[src/rtl/seq_divider.sv]
// Radix-2 restoring unsigned divider: one quotient bit per clock, quotient/remainder/div-by-zero out.
// Latency: DW_N cycles from acceptance to result for a nonzero divisor; zero divisor resolves at acceptance.
// Backpressure: result held in DONE until out_ready; in_ready is low whenever an operation is in flight.
module seq_divider #(
    parameter int DW_N = 16,
    parameter int DW_D = 8
) (
    input  logic            clk,
    input  logic            rst_n,
    input  logic            in_valid,
    output logic            in_ready,
    input  logic [DW_N-1:0] dividend,
    input  logic [DW_D-1:0] divisor,
    output logic            out_valid,
    input  logic            out_ready,
    output logic [DW_N-1:0] quotient,
    output logic [DW_D-1:0] remainder,
    output logic            div_by_zero
);

    localparam int CW = $clog2(DW_N + 1);

    typedef enum logic [1:0] {
        IDLE = 2'd0,
        CALC = 2'd1,
        DONE = 2'd2
    } state_t;

    state_t state_q, state_d;

    // Dividend bits leave at the MSB while quotient bits enter at the LSB,
    // so after DW_N iterations this register holds the quotient.
    logic [DW_N-1:0] dvd_sr;
    logic [DW_N-1:0] q_next;
    logic [DW_D-1:0] dvs_q;
    logic [DW_D-1:0] p_q;
    logic [DW_D-1:0] p_next;
    logic [DW_D:0]   p_shift;
    logic [DW_D:0]   p_diff;
    logic            q_bit;
    logic [CW-1:0]   cnt_q;
    logic            last_iter;

    // The partial remainder is always below the divisor, so its top bit is
    // implicitly zero and only the borrow of the trial subtraction is kept.
    always_comb begin
        p_shift   = {p_q, dvd_sr[DW_N-1]};
        p_diff    = p_shift - {1'b0, dvs_q};
        q_bit     = ~p_diff[DW_D];
        p_next    = q_bit ? p_diff[DW_D-1:0] : p_shift[DW_D-1:0];
        q_next    = {dvd_sr[DW_N-2:0], q_bit};
        last_iter = (cnt_q == CW'(1));
    end

    always_ff @(posedge clk or negedge rst_n) begin
        if (!rst_n) begin
            state_q <= IDLE;
        end else begin
            state_q <= state_d;
        end
    end

    always_comb begin
        state_d = state_q;
        case (state_q)
            IDLE: begin
                if (in_valid) begin
                    state_d = (divisor == '0) ? DONE : CALC;
                end
            end
            CALC: begin
                if (last_iter) begin
                    state_d = DONE;
                end
            end
            DONE: begin
                if (out_ready) begin
                    state_d = IDLE;
                end
            end
            default: state_d = IDLE;
        endcase
    end

    always_comb begin
        in_ready  = (state_q == IDLE);
        out_valid = (state_q == DONE);
    end

    // Result registers load only on entry to DONE; they hold through IDLE/CALC.
    always_ff @(posedge clk or negedge rst_n) begin
        if (!rst_n) begin
            dvd_sr      <= '0;
            dvs_q       <= '0;
            p_q         <= '0;
            cnt_q       <= '0;
            quotient    <= '0;
            remainder   <= '0;
            div_by_zero <= 1'b0;
        end else begin
            case (state_q)
                IDLE: begin
                    if (in_valid) begin
                        dvd_sr <= dividend;
                        dvs_q  <= divisor;
                        p_q    <= '0;
                        cnt_q  <= CW'(DW_N);
                        if (divisor == '0) begin
                            quotient    <= '1;
                            remainder   <= dividend[DW_D-1:0];
                            div_by_zero <= 1'b1;
                        end
                    end
                end
                CALC: begin
                    dvd_sr <= q_next;
                    p_q    <= p_next;
                    cnt_q  <= cnt_q - CW'(1);
                    if (last_iter) begin
                        quotient    <= q_next;
                        remainder   <= p_next;
                        div_by_zero <= 1'b0;
                    end
                end
                default: ;
            endcase
        end
    end

endmodule

[config.mk]
export PLATFORM = sky130hd
export DESIGN_NAME = seq_divider
export DESIGN_NICKNAME = d
export VERILOG_FILES = /design/src/rtl/seq_divider.sv
export SDC_FILE = /design/constraint.sdc
export NUM_CORES = 1
export LEC_CHECK = 0
export BUFFER_PORTS_ARGS = -buffer_cell sky130_fd_sc_hd__buf_2
export CAP_MARGIN = 0
export CORE_AREA = 2 2 93 95
export DETAILED_ROUTE_END_ITERATION = 12
export DIE_AREA = 0 0 95 97
export PLACE_DENSITY_LB_ADDON = 0.05
export RECOVER_POWER = 50
export SYNTH_ARGS = -nofsm -noshare
export SYNTH_HDL_FRONTEND = slang
export SYNTH_SLANG_ARGS = --single-unit
[constraint.sdc]
create_clock -name clk -period 3.35 [get_ports clk]
set_clock_uncertainty 0.15 [all_clocks]
set_input_delay 0.67 -clock clk [delete_from_list [all_inputs] [get_ports clk]]
set_output_delay 0.67 -clock clk [all_outputs]
set_load 0.02 [all_outputs]
==> results of run 1 <==
-- final cells by class --
type	instances	area, sq um
clock buffer	10	137.6
clock inverter	6	115.1
fill	807	4333
inverter	15	56.30
multi-input combinational	242	1443
sequential	64	1602
tap	105	131.4
timing repair buffer	62	316.6
-- sequential cells by signal, summed over array words and instances, names as in the netlist --
name	count
dvd_sr	16
quotient	16
dvs_q	8
p_q	8
remainder	8
cnt_q	5
state_q	2
div_by_zero	1
-- layer usage --
metal | wire [um] | up-vias
met4 | 116 | 0
met2 | 3451 | 50
met1 | 3514 | 1216
li1 | - | 1306
met3 | 269 | 11
met5 | 0 | -
-- cells by family (layout without fill, tap and decap cells) --
| kind of cell | count (synthesis) | count (layout) | share of synthesized area [%] |
|---|---|---|---|
| compound gates | 109 | 109 | 21.43 |
| flops | 64 | 64 | 50.43 |
| mux | 4 | 4 | 1.615 |
| fa+ha+maj | 11 | 11 | 4.571 |
| buf+inv | 34 | 93 | 4.334 |
| xor+xnor | 9 | 9 | 2.482 |
| simple gates | 109 | 109 | 15.13 |
-- worst paths after layout --
path | from | end | depth (start not counted)
max | dvd_sr[15]$_DFFE_PN0P_ | p_q[0]$_DFFE_PN0P_ | 10
max in group asynchronous | rst_n | dvs_q[0]$_DFFE_PN0P_ | 2
min | remainder[6]$_DFFE_PN0P_ | remainder[6]$_DFFE_PN0P_ | 1
max reg2reg | dvd_sr[15]$_DFFE_PN0P_ | p_q[0]$_DFFE_PN0P_ | 10
min in group asynchronous | rst_n | dvs_q[6]$_DFFE_PN0P_ | 2
min reg2reg | remainder[6]$_DFFE_PN0P_ | remainder[6]$_DFFE_PN0P_ | 1
-- synthesized netlist by cell type, types with 2 or more instances --
cell type	instances
clkbuf_1	16
dfrtp_1	64
nand3_1	3
nand2_1	41
ha_1	10
o211a_1	3
nor2_1	49
nor3_2	2
buf_2	2
mux2_2	2
o21ai_0	16
nor4_1	3
inv_1	14
o22ai_1	17
xnor2_1	5
nor4b_1	2
xor2_1	4
a31oi_1	9
a21o_1	10
a21oi_1	38
o2111ai_1	2
-- power groups by stage --
stage                     logic (mW)  registers, mW  clock network [mW]
final                           2.29           1.39               0.845
after global routing            2.58           1.45               0.899
after CTS                       2.34           1.40               0.864
after detailed placement        2.33           1.41                   0
after global placement          2.34           1.41                   0
after floorplan                 1.66           1.48                   0
-- critical path, delay by kind of cell, from the launching register on --
family | cells | cell delay [ns]
DFF | 1 | 0.38
buffers and inverters | 2 | 0.17
AOI/OAI and AO/OA | 2 | 0.42
muxes | 2 | 0.60
and+or+nand+nor | 2 | 0.58
adders and majority gates | 2 | 0.59
==> flow_summary.yaml, run 1 <==
finish:
  design_area_sq_um: 3801
  syn_to_final_growth_pct: 19.70
  antennaDiodeCount: 0
  final_cell_mix: "dfrtp_1, nor2_1, buf_2, nand2_1, a21oi_1"
  fin_util_pct: 46.73
  final_common_cell: "dfrtp_1"
  stdcell_count: 504
  fin_nets: 433
  layout-drive-gt1-share_pct: 21.05
clocking:
  clockBufferDepth: 2
  clk_latency_ns: 0.34
  cts_sinks: 64
  holdBufCountCts: 0
  cts_root_buf: "clkbuf_8"
  numCtsBuffers: 9
  cts_tree: "done"
  cts-resized-gates: 0
  ctsHtreeMaxLevel: 3
  post_cts_buffers: 0
  clkTransAtPathRegs_ns: 0.07
floorplanning:
  dieArea_sq_um: 9215
  row_count: 33
  io_pins: 55
  core_area_sq_um: 8134
  die_w_um: 95
  die_h_um: 97
  initial_core_util_pct: 39.04
global_route:
  busiest_layer: "met2"
  grt_use_total_pct: 17.14
  grt_use_met2_pct: 26.79
  antenna_found_initial: 0
  grt_overflow_total: 0
  grt_util_met3_pct: 3.115
  grt_first_pass_wirelength_um: 12370
  grt_max_degree: 65
  grt_pass1_vias: 2553
  met1_usage_pct: 23.78
place:
  place_ws_ns: 0.3927
  dp_hpwl_um: 5076
  portBuffers: 54
  dp_cells: 488
  placed_cell_area_sq_um: 3575
  gp_routability_congestion: 0.7243
yosys:
  async_flop_share_pct: 100.0
  ys_ff_latch: 64
  synth_area_per_cell_sq_um: 9.340
  synth_top_area_share_pct: 50.43
  synth.cell_area_sq_um: 3176
  ys_types: 49
  ys_seq_area_share_pct: 50.43
  synth_area_leaders: "dfrtp_1, a21oi_1, nor2_1"
  syn_nets: 379
  yosysTopAreaCell: "dfrtp_1"
  synth_edf_count: 0
  yosys_most_used_dff: "dfrtp_1"
  yosys_warnings: 0
  syn_inst: 340
worst_setup_path:
  cp_max_fo: 13
  cp-end-kind: "register"
  cp_data_arrival_time_ns: 3.06
  crit_chain: "inv_1 > ha_1 > inv_1 > fa_1 > a211oi_2 > nor3_2 > mux2i_2 > nor2_2 > mux2_2 > o21ai_0"
  critPathKind: "reg -> reg"
  cpPeakStageDelay_ns: 0.48
  critical_path.most_common_cell: "inv_1"
  r2r_slack_ns: 0.40
  start_kind: "register"
  worstPathRequired_ns: 3.46
  crit_slowest_cell: "nor2_2"
run_status:
  status: "complete, but fails checks"
  violations: "max-capacitance violations, max-slew violations"
pwr:
  p_leak_nw: 1.761
  switching_share_pct: 43.49
  sequentialPowerShare_pct: 30.7
  p_per_area_nw_per_um2: 1191
  power.switching_mw: 1.970
  internal_power_mw: 2.559
  ir_drop_mv: 0.3786
  total_power_mw: 4.529
  p_clk_share_pct: 18.7
  comb_power_share_pct: 50.6
route:
  wirelength_um: 7353
  drc: 0
  first_pass_iters: 4
  wl_per_cell_um: 14.59
  vias: 2583
  drt_iter0_drc: 99
  ant_nets: 0
  vias_per_cell: 5.125
timing:
  postLayoutSetupSlackWorst_ns: 0.3974
  rsz0062_at_grt: "no"
  tns_ns: 0
  hold_violations: 0
  fin_crit_sh_pct: 88.14
  fin_crit_ns: 2.953
  tightest_slew_ns: 1.594
  hold_ws_ns: 0.3479
  fmax_ghz: 0.3387
  setup_viol: 0
  final_max_slew_viol_count: 65
  relSlewSlack_pct: -6.239
hold_path:
  worst_hold_path_type: "reg -> reg"
run:
  max_cap_viol_count: 1
No activity file was read; power rests on OpenSTA's default activity.
==> run 2, diff against run 1 <==
--- a/config.mk
+++ b/config.mk
@@ -5,11 +5,13 @@
 export SDC_FILE = /design/constraint.sdc
 export NUM_CORES = 1
 export LEC_CHECK = 0
+export ABC_AREA = 1
 export BUFFER_PORTS_ARGS = -buffer_cell sky130_fd_sc_hd__buf_2
 export CAP_MARGIN = 0
-export CORE_AREA = 2 2 93 95
+export CORE_AREA = 2 2 94 96
+export CTS_BUF_LIST = sky130_fd_sc_hd__clkbuf_16
 export DETAILED_ROUTE_END_ITERATION = 12
-export DIE_AREA = 0 0 95 97
+export DIE_AREA = 0 0 96 98
 export PLACE_DENSITY_LB_ADDON = 0.05
 export RECOVER_POWER = 50
 export SYNTH_ARGS = -nofsm -noshare
==> constraint.sdc (replaced) <==
create_clock -name clk -period 2.4 [get_ports clk]
set_clock_uncertainty 0.15 [all_clocks]
set_input_delay 0.48 -clock clk [delete_from_list [all_inputs] [get_ports clk]]
set_output_delay 0.48 -clock clk [all_outputs]
set_load 0.02 [all_outputs]
==> flow_summary.yaml, run 2 <==
timing:
  final_max_slew_viol_count: 0
  fmax_ghz: 0.4594
  relSlewSlack_pct: 22.90
  tns_ns: 0
  fin_crit_ns: 2.177
  fin_crit_sh_pct: 90.70
  rsz0062_at_grt: "no"
  hold_ws_ns: 0.1709
  setup_viol: 0
  hold_violations: 0
  tightest_slew_ns: 1.157
yosys:
  synth_area_per_cell_sq_um: 7.975
  yosys_most_used_dff: "dfrtp_1"
  synth_area_leaders: "dfrtp_1, nand2_1, inv_1"
  syn_inst: 412
  synth_most_common_cell: "nand2_1"
  yosysTopAreaCell: "dfrtp_1"
  async_flop_share_pct: 100.0
  syn_nets: 451
  synth_top_area_share_pct: 48.74
  synth_edf_count: 0
  ys_seq_area_share_pct: 48.74
  ys_types: 34
  ys_ff_latch: 64
  ys_top_cells_by_count: "nand2_1, dfrtp_1, inv_1"
  synth.cell_area_sq_um: 3286
  yosys_warnings: 0
floorplanning:
  die_w_um: 96
  io_pins: 55
  core_area_sq_um: 8466
  initial_core_util_pct: 38.81
  die_h_um: 98
  dieArea_sq_um: 9408
  row_count: 34
clocking:
  numCtsBuffers: 9
  clockBufferDepth: 2
  cts_sinks: 64
  cts_root_buf: "clkbuf_16"
  ctsHtreeMaxLevel: 3
  clk_latency_ns: 0.33
  clkTransAtPathRegs_ns: 0.06
  cts_tree: "done"
global_route:
  antenna_found_initial: 0
  grt_pass1_vias: 2734
  grt_use_total_pct: 18.33
  grt_overflow_total: 0
  grt_first_pass_wirelength_um: 13210
  grt_max_degree: 37
route:
  drt_iter0_drc: 95
  ant_nets: 0
  wl_per_cell_um: 13.26
  wirelength_um: 7758
  vias_per_cell: 4.757
  drc: 0
  vias: 2783
  first_pass_iters: 4
worst_setup_path:
  worstPathRequired_ns: 2.44
  cp-endpoint: "dvd_sr[15]$_DFFE_PN0P_"
  reg2reg_depth: 7
  start_kind: "register"
  r2r-start: "state_q[0]$_DFFE_PN0P_"
  r2r-end: "dvd_sr[15]$_DFFE_PN0P_"
  cp_max_fo: 18
  cp_data_arrival_time_ns: 2.22
  cp-startpoint: "state_q[0]$_DFFE_PN0P_"
  cp-end-kind: "register"
  critPathKind: "reg -> reg"
  r2r_slack_ns: 0.22
finish:
  antennaDiodeCount: 0
  fin_nets: 511
  layout-drive-gt1-share_pct: 14.47
  final_cell_mix: "nand2_1, dfrtp_1, inv_1, nor2_1, nand3_1"
  final_common_cell: "nand2_1"
  top_regs: "dvd_sr (16), quotient (16)"
  nFillCells: 873
  syn_to_final_growth_pct: 22.81
  stdcell_count: 585
pwr:
  p_leak_nw: 2.068
  ir_drop_mv: 0.5752
  p_per_area_nw_per_um2: 1699
place:
  dp_hpwl_um: 5487
  portBuffers: 54
  gp_routability_congestion: 0.7940
  dp_cells: 568
hold_path:
  hp-start: "out_ready"
  worst_hold_path_type: "in -> reg"
run_status:
  status: "completed"
run:
  max_cap_viol_count: 0
## run 2: cell count changes after synthesis, sizes merged, moves of 11 or more
cell   change
nand3     +36
a21oi     -34
nand2     +60
o21ai     +15
a21o      -11
inv       +49
o22ai     -16
## run 2: report_power, final
group	total, mW	internal (mW)	switching [mW]
logic	3.45	1.14	2.31
clock network	1.51	1.02	0.498
registers	1.89	1.62	0.273
total	6.85	3.77	3.08
## run 2: how the worst min path moves through the flow
stage / endpoint / slack (ns) / cells past startpoint
after floorplan: cnt_q[0]$_DFFE_PN0P_ / 0.03 / 0
after global placement: dvd_sr[11]$_DFFE_PN0P_ / 0.31 / 2
after detailed placement: dvd_sr[7]$_DFFE_PN0P_ / 0.32 / 2
after CTS: state_q[1]$_DFFE_PN0P_ / 0.16 / 2
after global routing: state_q[1]$_DFFE_PN0P_ / 0.18 / 2
final: state_q[1]$_DFFE_PN0P_ / 0.17 / 2
## run 2: cell type report
cell class	count	area [sq um]	share of cell area, %
Clock buffer	9	225.2	5.581
Clock inverter	7	120.1	2.977
Tap cell	108	135.1	3.349
Timing Repair Buffer	62	306.5	7.597
Inverter	63	239.0	5.922
Multi-Input combinational cell	272	1408	34.88
Sequential cell	64	1602	39.69
## run 2: what timing repair did
item / CTS / global route
buffers inserted: 0 / 0
endpoints found under the setup margin: 0 / 18
endpoints found under the hold margin: 18 / 0
hold buffers: 1 / 0
resized for setup: 0 / 10
## run 2: metrics by stage
stage               setup slack, ns  instance area (sq um)  power (mW)  util (%)
CTS                         0.04645                   4050       6.923     47.84
detailed placement          0.06392                   3695       5.367     43.64
global placement             0.1528                   3695       5.329     43.64
floorplan                    0.3435                   3286       4.443         -
global route               0.002492                   4035       7.543     47.66
finish                       0.2231                   4035       6.855     47.66
## run 2: cell families (layout without fill, tap and decap cells)
logic type                 Yosys count  in the layout  synth area share (%)
xor gates and xnor gates             3              3                0.7998
adders and majority gates           11             11                 4.417
AOI/OAI and AO/OA                   58             58                 10.17
buffers and inverters               76            141                 9.139
DFF                                 64             64                 48.74
and+or+nand+nor                    200            200                 26.73
## run 2: layer usage
layer | share of wire, % | GRT usage [%] | up-vias
li1 | - | - | 1433
met1 | 49 | 25.79 | 1271
met2 | 44 | 26.92 | 59
met3 | 4.0 | 3.549 | 20
met4 | 2.9 | 8.901 | 0
met5 | 0 | 0 | -
## run 2: worst max-delay path: stages, from the launching register on
cell      delay [ns]
dfrtp_1         0.41
inv_1           0.08
nand2_1         0.06
nor2_1          0.31
clkbuf_1        0.57
inv_1           0.21
nor3_1          0.18
a211oi_1        0.06
